`src/rtl/deserializer.sv`:
```
`default_nettype none
// ============================================================================
// Module      : deserializer
// Description : Serial-to-parallel receiver. Shifts in one bit per enabled
//               clock edge and assembles WIDTH bits into a word, which is
//               presented in a one-entry holding register until the consumer
//               acknowledges it. A sticky flag records any completed word
//               that replaced an unacknowledged one.
//
// Parameters  : WIDTH     - word width in bits (>= 2)
//               MSB_FIRST - 1: first bit received lands in out_data[WIDTH-1]
//                           0: first bit received lands in out_data[0]
//
// Ports       : in_clock    - clock, rising edge active
//               in_reset    - asynchronous active-high reset
//               in_enable   - in_bit is valid and consumed on this edge
//               in_bit      - serial data bit
//               in_clear    - abort the partial word, clear out_overrun
//               in_read     - consumer acknowledges out_data
//               out_data    - last completed word (registered)
//               out_valid   - out_data holds an unacknowledged word
//               out_overrun - sticky: a word replaced an unacknowledged one
//               out_busy    - a partial word is in progress
//
// Revision    : 1.0 - initial release
// ============================================================================

module deserializer #(
    parameter int WIDTH     = 8,
    parameter int MSB_FIRST = 1
) (
    input  logic             in_clock,
    input  logic             in_reset,
    input  logic             in_enable,
    input  logic             in_bit,
    input  logic             in_clear,
    input  logic             in_read,
    output logic [WIDTH-1:0] out_data,
    output logic             out_valid,
    output logic             out_overrun,
    output logic             out_busy
);

    localparam int                 c_CNT_W = (WIDTH > 2) ? $clog2(WIDTH) : 1;
    localparam logic [c_CNT_W-1:0] c_LAST  = c_CNT_W'(WIDTH - 1);

    // Receive state is fully implied by the bit counter: zero means no
    // partial word is held, anything else means a word is being assembled.
    localparam logic [0:0] c_ST_IDLE  = 1'b0;
    localparam logic [0:0] c_ST_SHIFT = 1'b1;

    logic [WIDTH-1:0]   r_sr;
    logic [c_CNT_W-1:0] r_cnt;
    logic [WIDTH-1:0]   r_data;
    logic               r_valid;
    logic               r_overrun;

    logic [WIDTH-1:0]   w_shifted;
    logic               w_take;
    logic               w_complete;
    logic [0:0]         w_state;

    logic [WIDTH-1:0]   w_sr_next;
    logic [c_CNT_W-1:0] w_cnt_next;
    logic [WIDTH-1:0]   w_data_next;
    logic               w_valid_next;
    logic               w_overrun_next;

    generate
        if (MSB_FIRST != 0) begin : g_msb_first
            assign w_shifted = {r_sr[WIDTH-2:0], in_bit};
        end else begin : g_lsb_first
            assign w_shifted = {in_bit, r_sr[WIDTH-1:1]};
        end
    endgenerate

    // Clear wins over shifting: the bit presented with a clear is dropped.
    assign w_take     = in_enable & ~in_clear;
    assign w_complete = w_take & (r_cnt == c_LAST);
    assign w_state    = (r_cnt != '0) ? c_ST_SHIFT : c_ST_IDLE;

    always_comb begin
        w_sr_next      = r_sr;
        w_cnt_next     = r_cnt;
        w_data_next    = r_data;
        w_valid_next   = r_valid;
        w_overrun_next = r_overrun;

        if (w_take) begin
            w_sr_next = w_shifted;
        end

        if (in_clear) begin
            w_cnt_next = '0;
        end else if (w_take) begin
            w_cnt_next = w_complete ? '0 : (r_cnt + 1'b1);
        end

        if (w_complete) begin
            w_data_next  = w_shifted;
            // A read on the completion edge acknowledges the old word, so the
            // new one simply takes its place and stays valid.
            w_valid_next = 1'b1;
        end else if (in_read && r_valid) begin
            w_valid_next = 1'b0;
        end

        if (in_clear) begin
            w_overrun_next = 1'b0;
        end else if (w_complete && r_valid && !in_read) begin
            w_overrun_next = 1'b1;
        end
    end

    always_ff @(posedge in_clock or posedge in_reset) begin
        if (in_reset) begin
            r_sr      <= '0;
            r_cnt     <= '0;
            r_data    <= '0;
            r_valid   <= 1'b0;
            r_overrun <= 1'b0;
        end else begin
            r_sr      <= w_sr_next;
            r_cnt     <= w_cnt_next;
            r_data    <= w_data_next;
            r_valid   <= w_valid_next;
            r_overrun <= w_overrun_next;
        end
    end

    assign out_data    = r_data;
    assign out_valid   = r_valid;
    assign out_overrun = r_overrun;
    assign out_busy    = (w_state == c_ST_SHIFT);

endmodule

`default_nettype wire
```
`config.mk`:
```
export PLATFORM = sky130hd
export DESIGN_NAME = deserializer
export DESIGN_NICKNAME = d
export VERILOG_FILES = /design/src/rtl/deserializer.sv
export SDC_FILE = /design/constraint.sdc
export NUM_CORES = 1
export LEC_CHECK = 0
export ABC_AREA = 1
export CORE_MARGIN = 2
export CORE_UTILIZATION = 45
export DETAILED_ROUTE_END_ITERATION = 10
export HOLD_SLACK_MARGIN = 0.03
export PLACE_DENSITY = 0.75
export SYNTH_ARGS = -nofsm -noshare
export SYNTH_HDL_FRONTEND = slang
export SYNTH_SLANG_ARGS = --single-unit
```
`constraint.sdc`:
```
create_clock -name in_clock -period 1.7 [get_ports in_clock]
set_input_delay 0.34 -clock in_clock [delete_from_list [all_inputs] [get_ports in_clock]]
set_output_delay 0.34 -clock in_clock [all_outputs]
set_load 0.02 [all_outputs]
```
# --- After elaboration in Yosys (flattened, before gate mapping) ---
# Index checks and enable logic that the tools add are counted.
totals:
  register_bits: 20
  latchBits: 0
  ramBits: 0
  rom_bits: 0
  input_bits: 6
  output_inout_bits: 11
  elab_cells: 26
  n_memories: 0
op_classes:
  add_sub_neg: 1
  multipliers: 0
  div_mod_pow: 0
  magnitude_cmp: 0
  n_eq_ne: 1
  shifts: 0
  mux: 8
  bitwise: 3
  n_reduce_logical: 8
ops:
  columns: ["operator", "n"]
  rows:
  - ["3-bit two-way mux", 3]
  - ["2-bit nonzero test", 3]
  - ["1-bit two-way mux", 5]
  - ["3-bit by 1-bit adder with 3-bit output (second input constant)", 1]
  - ["3-bit == test (second input constant)", 1]
  - ["1-bit logical AND", 3]
  - ["3-bit nonzero test", 1]
  - ["1-bit AND", 2]
  - ["1-bit logical NOT", 1]
  - ["1-bit NOT", 1]

# --- Depth between registers and ports, before layout ---
# Gate-level depths: netlist of the first run.
depth:
  depth_word: 7
  ltp_mapped: 6
  depth_no_buf: 6

# --- Least setup slack after synthesis of the first run ---
# Ideal clock, no wire load.
synth_timing:
  path_kind: "register to register"
  from: "register r_cnt[0]"
  to: "register r_data[3] (netlist: out_data[3])"
  setup_ns: 0.074
  arrival_ns: 1.113
  t_required_ns: 1.626
  setup_slack_ns: 0.514
  path_stages_with_launch: 7
  n_path_buf: 1
  period_less_slack_ns: 1.186
  path_cell_list: "dfrtp_1 -> ha_1 -> ha_1 -> nand3_4 -> buf_8 -> nand2_1 -> o21ai_2"
synth_between:
  elab_chain_cells: 2
synth_lines:
  columns: ["element", "line", "rtl"]
  rows:
  - ["start, declared", "53", "logic [c_CNT_W-1:0] r_cnt;"]
  - ["start signal, assigned", "124", "r_cnt <= w_cnt_next;"]
  - ["3-bit == test", "79", "assign w_complete = w_take & (r_cnt == c_LAST);"]
  - ["1-bit AND", "79", null]
  - ["end signal, assigned", "125", "r_data <= w_data_next;"]
  - ["end, declared", "54", "logic [WIDTH-1:0] r_data;"]
# Every way passes these cells.
# A chain may end at the register's enable or synchronous reset.

# --- Worst setup path after layout of the first run ---
layout_timing:
  from: "register r_data[4] (netlist: out_data[4])"
  to: "output port out_data[4]"
layout_rtl:
  columns: ["element", "line", "rtl"]
  rows:
  - ["end, declared", "38", "output logic [WIDTH-1:0] out_data,"]
# No word-level cell between the ends.

==> metrics.md, run 1 <==
| Metric | Value |
|---|---|
| Antenna violations before repair | 0 |
| Setup-failing EPs final | 0 |
| Worst setup SP type | flip-flop |
| Cell Area, Synth | 863.3 um2 |
| YS warnings | 0 |
| Cells after DPL | 130 |
| Worst-path fanout max | 2 |
| Post-synth top area cell | sky130_fd_sc_hd__dfrtp_1 |
| Outcome | finished clean |
| Initial Util | a little under 50% |
| Final Max Tran Viols | 0 |
| Number of placement rows | 15 |
| Worst setup path class | reg -> out |
| Number of global-route vias before repair | between 500 and 600 |
| Most Crowded Layer GR | met2 |
| Die Y | roughly 48 um |
| Total gr overflow | 0 |
| Clock Skew | about 0.002 ns |
| Hold-fix buffers, CTS | 0 |
| Number of DRC violations after detailed-routing iteration 0 | 13 |
| Clock sink count | 20 |
| Util after Layout | around three fifths |
| Depth of the CTS H-tree | 1 |
| Clock latency reported for the late side of the worst-skew pair | roughly 0.30 ns |
| Die ar. | roughly 2300 um2 |
| Net total in the final layout | between 100 and 150 |
| Clock buffers created by TritonCTS | 3 |
| Die outline width | ~48 um |
| Post-Synthesis Net Count | 98 |
| Number of unique standard cell types used by synthesis | 14 |
| Worst min path class | in -> async |
| Clock slew at reported path FFs | about 0.11 ns |
| Crit path required time | approximately 1.4 ns |
| RSZ-0062 raised after global routing | false |
| Count of input and output buffers | 16 |
| GR Util met3 | under 10% |
| Root buffer cell | sky130_fd_sc_hd__clkbuf_4 |
| Boundary Pins | 17 |
| Share of the yosys chip area belonging to registers | between 50 and 60% |
| Power density over the cells | roughly 850 nW/um2 |
| Family of cells with the greatest summed delay on the critical path | buffers and inverters |
| Actual slew at the worst max-slew pin | roughly 0.25 ns |
| Share of the synthesized area in the top cell type | between 50 and 60% |
| Area delta synth->final | 24.49% |
| Antenna diode count | 0 |
| CTS tree | yes |
| Met2 global-route usage | a little over a fifth |
| Worst relative slew slack | between 80% and 90% |
| TNS Setup | 0 ns |
| Worst R2R Setup Slack | around 0.33 ns |
| Post-layout min period | ~1.6 ns |
| Count of TritonRoute iterations in the first routing pass | 4 |
| Highest ir drop seen on vdd | 0.0005304 V |
| Remaining routing DRC violations | 0 |
| Share of the cycle needed by the critical path after routing | approximately 96% |
| Routed length per instance | between 10 and 15 um |
| Total GRT Usage | around 15% |
| Wire length of the first global-routing pass | between 2000 and 2500 um |
| GP Congestion | roughly 0.74 |
| Worst-case clock buffer depth | 2 |
| Post-route non-filler standard cell count | around 130 |
| Critical-path cell list | clkdlybuf4s50_1 |
| Total number of vias | approximately 610 |
| Gate Count Post-Synth | 89 |
| Slowest stage cell, crit path | sky130_fd_sc_hd__clkdlybuf4s50_1 |
| Mean post-synth cell area | about 9.7 um2 |
| Share of post-route cells with drive strength above 1 | 14.68% |
| Number of buffers and inverters on the critical path | 1 |
| MaxCap Viol Count | 0 |
| CORE AREA | 1764 um2 |
| Met1 global-route usage | roughly 22% |
| Antenna-violating nets left | 0 |
| DPL Wire Length | 1039 um |
| Top achievable clock speed | between 600 and 700 MHz |
| Biggest cell delay along the critical path | roughly 0.60 ns |
| Number of register bits inferred by synthesis | 20 |
| Number of post-CTS setup repair buffers | 0 |
| Cell types with the largest area share after synthesis | sky130_fd_sc_hd__dfrtp_1 58%, sky130_fd_sc_hd__nand2_1 13%, sky130_fd_sc_hd__inv_1 5.2% |
| Count of final hold-check violations | 0 |
| Leakage component of the power | approximately 0.54 nW |
| DR vias/cell | 4.530 |
| Wirelength, routed | about 1400 um |
| Endpoint type of the worst setup path | output pin |
| Arrival time at the worst endpoint | 1.28 ns |
| Largest net degree at the start of global routing | 21 |
-- metrics by stage --
step / total power [mW] / area, um2 / worst slack (ns) / hold slack, ns
2_1_floorplan: 0.6009 / 863.3 / 0.5136 / 0.3038
3_3_place_gp: 0.6377 / 1044 / 0.1471 / 0.4617
3_5_place_dp: 0.6437 / 1044 / 0.1104 / 0.4684
4_1_cts: 0.9168 / 1079 / 0.03561 / 0.3485
5_1_grt: 0.9547 / 1075 / 0.02838 / 0.3654
6_report: 0.9109 / 1075 / 0.07578 / 0.3399
-- worst min-delay path, cell delays in order --
cell	delay, ns
sky130_fd_sc_hd__clkdlybuf4s50_1	0.39
sky130_fd_sc_hd__inv_1	0.05
sky130_fd_sc_hd__buf_4	0.25
-- flip-flops by register name, indices dropped and copies added, names as in the netlist --
name,count
r_cnt,3
r_sr,7
out_data,8
out_valid,1
out_overrun,1
-- power by group --
| part | leakage, nW | switching, mW | total [mW] | internal (mW) |
|---|---|---|---|---|
| clock network | 0.0210 | 0.151 | 0.281 | 0.131 |
| registers | 0.269 | 0.0184 | 0.528 | 0.510 |
| logic | 0.251 | 0.0626 | 0.101 | 0.0388 |
-- per-layer routing --
metal / vias up / share of wire [%] / wire [um]
li1: 313 / - / -
met1: 282 / 50 / 704
met2: 8 / 46 / 642
met3: 4 / 2.6 / 37
met4: 0 / 1.7 / 24
met5: - / 0 / 0
-- placed cells by master, fill, tap and decap left out --
master and instances:
sky130_fd_sc_hd__nand2_1 30, sky130_fd_sc_hd__dfrtp_1 20, sky130_fd_sc_hd__clkdlybuf4s50_1 15, sky130_fd_sc_hd__inv_1 12, sky130_fd_sc_hd__o21ai_0 6, sky130_fd_sc_hd__o21ai_2 5
sky130_fd_sc_hd__nor2_1 3, sky130_fd_sc_hd__ha_1 3, sky130_fd_sc_hd__clkbuf_4 3, sky130_fd_sc_hd__inv_2 2, sky130_fd_sc_hd__nand3_1 2, sky130_fd_sc_hd__o21ai_1 2
sky130_fd_sc_hd__buf_4 2, sky130_fd_sc_hd__nand3_4 1, sky130_fd_sc_hd__nor2_4 1, sky130_fd_sc_hd__clkbuf_8 1, sky130_fd_sc_hd__clkbuf_2 1
-- cells by family (layout without fill, tap and decap cells) --
logic type / after synthesis / after routing / synth area share [%]
and+or+nand+nor: 37 / 37 / 18.84
AOI/OAI and AO/OA: 13 / 13 / 9.710
DFF: 20 / 20 / 57.97
buffers and inverters: 16 / 36 / 9.130
adders and majority gates: 3 / 3 / 4.348
-- area by class of cell --
class | count | area, um2
Inverter | 14 | 52.55
Timing Repair Buffer | 18 | 170.2
Fill cell | 162 | 689.4
Sequential cell | 20 | 500.5
Tap cell | 25 | 31.28
Multi-Input combinational cell | 53 | 284.0
Clock buffer | 4 | 36.28
-- path summary, 6_finish.rpt --
path                                   from     endpoint  cells past startpoint
worst max-delay path            out_data[4]  out_data[4]                      1
worst min register to register  out_data[7]  out_data[7]                      2
worst min-delay path               in_reset    out_valid                      3
min in group in_clock           out_data[7]  out_data[7]                      2
max in group asynchronous          in_reset      r_sr[1]                      3
worst max register to register     r_cnt[0]  out_data[6]                      6
-- cells in the mapped netlist (all sizes together) --
master,number
nand2,30
buf,2
ha,3
nand3,3
o21ai,13
inv,14
nor2,4
dfrtp,20
-- what timing repair did --
action                                  in CTS  in global routing
pin swaps                                    0                  0
endpoints found under the setup margin       1                  1
gates resized for setup                      1                  2
Power figures use the tool's default switching activity.
==> run 2, diff against run 1 <==
--- a/config.mk
+++ b/config.mk
@@ -9,6 +9,7 @@
 export CORE_MARGIN = 2
 export CORE_UTILIZATION = 45
 export DETAILED_ROUTE_END_ITERATION = 10
+export GPL_ROUTABILITY_DRIVEN = 0
 export HOLD_SLACK_MARGIN = 0.03
 export PLACE_DENSITY = 0.75
 export SYNTH_ARGS = -nofsm -noshare
==> results of run 2 <==
No change in the layout: final DEF, timing and power equal those of run 1.
==> run 3, diff against run 2 <==
==> constraint.sdc (replaced) <==
create_clock -name in_clock -period 1.9 [get_ports in_clock]
set_input_delay 0.38 -clock in_clock [delete_from_list [all_inputs] [get_ports in_clock]]
set_output_delay 0.38 -clock in_clock [all_outputs]
set_load 0.02 [all_outputs]
==> run 3 against run 2 <==
Net effect:
- non-clock buffer count is 1 lower
- sequential power is 11% lower
- flip-flop and latch count stayed put
- count of clock-buffer cells in the layout stayed put
- clock power is 14% lower
- critical path type unchanged
- highest routed layer unchanged
==> metrics.md, run 3 (synthesis results as in run 1) <==
| Metric | Value |
|---|---|
| Clock buffers created by TritonCTS | 3 |
| Worst setup SP type | flip-flop |
| Top achievable clock speed | around 600 MHz |
| Endpoint type of the worst setup path | output pin |
| Share of post-route cells with drive strength above 1 | roughly an eighth |
| PnR worst setup slack | 0.2252 ns |
| Reported net switching power | between 0.15 and 0.2 mW |
| Worst-case clock buffer depth | 2 |
| Area delta synth->final | 24.06% |
| Crit path required time | 1.52 ns |
| Post-layout min period | ~1.7 ns |
| Initial Util | approximately half |
| Antenna diode count | 0 |
| Net total in the final layout | approximately 120 |
| Share of the cycle needed by the critical path after routing | 88.15% |
| Outcome | finished clean |
| Total gr overflow | 0 |
| Root buffer cell | sky130_fd_sc_hd__clkbuf_4 |
| Boundary Pins | 17 |
| Arrival time at the worst endpoint | 1.29 ns |
| Share of power burned in the clock network | 30.1% |
| Highest ir drop seen on vdd | ~0.00055 V |
| Crit path launch | r_cnt[0] |
| Clock slew at reported path FFs | 0.11 ns |
| RSZ-0062 raised after global routing | false |
| Relative contribution of sequential cells to total power | about three fifths |
| Combinational power share | approximately 11% |
| Count of final hold-check violations | 0 |
| Number of placement rows | 15 |
| Leakage component of the power | 0.5379 nW |
| Standard cell area after detailed placement | slightly above 1000 um2 |
| Actual slew at the worst max-slew pin | about 0.25 ns |
| Power density over the cells | 750.9 nW/um2 |
| Count of TritonRoute iterations in the first routing pass | 4 |
| Wirelength, routed | about 1400 um |
| Clock latency reported for the late side of the worst-skew pair | a little under 0.3 ns |
| Wire length of the first global-routing pass | around 2400 um |
| Worst reg2reg path startpoint | r_cnt[0] |
| Die outline width | around 48 um |
| Final Max Tran Viols | 0 |
| Worst min path class | in -> async |
| Total number of vias | between 600 and 700 |
| DR vias/cell | 4.534 |
| CORE AREA | ~1800 um2 |
| Clock sink count | 20 |
| Worst relative slew slack | 83.38% |
| Worst setup slack before clock tree synthesis | 0.2720 ns |
| Die ar. | ~2300 um2 |
| Internal power consumption | approximately 0.61 mW |
| Clock Skew | around 0.0032 ns |
| Antenna violations before repair | 0 |
| Count of input and output buffers | 16 |
| Summed area of non-filler cells in the final layout | about 1100 um2 |
| MaxCap Viol Count | 0 |
| Commonest non-fill, non-tap cell in the layout | sky130_fd_sc_hd__nand2_1 |
| Routed length per instance | 10.32 um |
| TNS Setup | 0 ns |
| Die Y | 47.80 um |
| Depth of the CTS H-tree | 1 |
| Switching power as a share of total power | between 20 and 25% |
| Flip-flop count of the largest register, all copies and words added | 8 |
| Setup-failing EPs final | 0 |
| Antenna-violating nets left | 0 |
| Worst setup path class | reg -> out |
| Number of DRC violations after detailed-routing iteration 0 | 8 |
| Worst-path fanout max | 3 |
| Util after Layout | between 60 and 70% |
| Largest net degree at the start of global routing | 21 |
| DPL Wire Length | between 1000 and 1500 um |
| Leading cell types in the layout, fill and taps excluded | 30 x sky130_fd_sc_hd__nand2_1, 20 x sky130_fd_sc_hd__dfrtp_1, 15 x sky130_fd_sc_hd__clkdlybuf4s50_1 |
| Number of global-route vias before repair | about 580 |
| CTS tree | yes |
| Remaining routing DRC violations | 0 |
| Total GRT Usage | between 10% and 20% |
==> run 3: final timing paths <==
check                              endpoint  slack [ns]  cells past startpoint
max in group asynchronous           r_sr[0]        1.30                      3
min in group in_clock           out_data[6]        0.49                      2
worst max-delay path               out_busy        0.23                      4
worst min register to register  out_data[6]        0.49                      2
worst max register to register  out_data[6]        0.57                      6
worst min-delay path              out_valid        0.40                      3
==> run 3: repair_timing <==
action | 4_1_cts | 5_1_grt
setup buffers | 0 | 0
hold buffers | 0 | 0
hold endpoints to repair | 0 | 0
endpoints found under the setup margin | 1 | 0
gates resized for setup | 1 | 0
==> run 3: per-layer routing <==
metal | up-vias | track usage (%) | share of wire (%)
li1 | 313 | - | -
met1 | 282 | 18.07 | 47
met2 | 6 | 25.60 | 49
met3 | 2 | 3.396 | 2.3
met4 | 0 | 6.486 | 1.1
met5 | - | 0 | 0
==> run 3: final cells by class <==
type	instances	area, um2
Clock buffer	4	36.28
Fill cell	174	693.2
Multi-Input combinational cell	53	284.0
Timing Repair Buffer	17	166.4
Sequential cell	20	500.5
Tap cell	25	31.28
Inverter	14	52.55
==> run 3: power by group through the flow <==
stage                     clock network [mW]  logic [mW]  registers, mW
final                                  0.242      0.0900          0.472
after global routing                   0.268       0.103          0.476
after CTS                              0.251      0.0924          0.472
after detailed placement                   0      0.0946          0.480
after global placement                     0      0.0910          0.480
after floorplan                            0      0.0597          0.478
==> run 3: metrics by stage <==
stage | hold slack (ns) | cells | power [mW]
after floorplan | 0.3438 | 89 | 0.5376
after global routing | 0.4148 | 133 | 0.8469
final | 0.4032 | 133 | 0.8043
after CTS | 0.4116 | 133 | 0.8147
after detailed placement | 0.4657 | 129 | 0.5743
after global placement | 0.4657 | 129 | 0.5714
==> run 3: worst max-delay path: stages (launching register included) <==
cell                            delay (ns)
sky130_fd_sc_hd__dfrtp_1              0.36
sky130_fd_sc_hd__inv_1                0.06
sky130_fd_sc_hd__ha_1                 0.20
sky130_fd_sc_hd__nand2_1              0.06
sky130_fd_sc_hd__dlygate4sd2_1        0.32
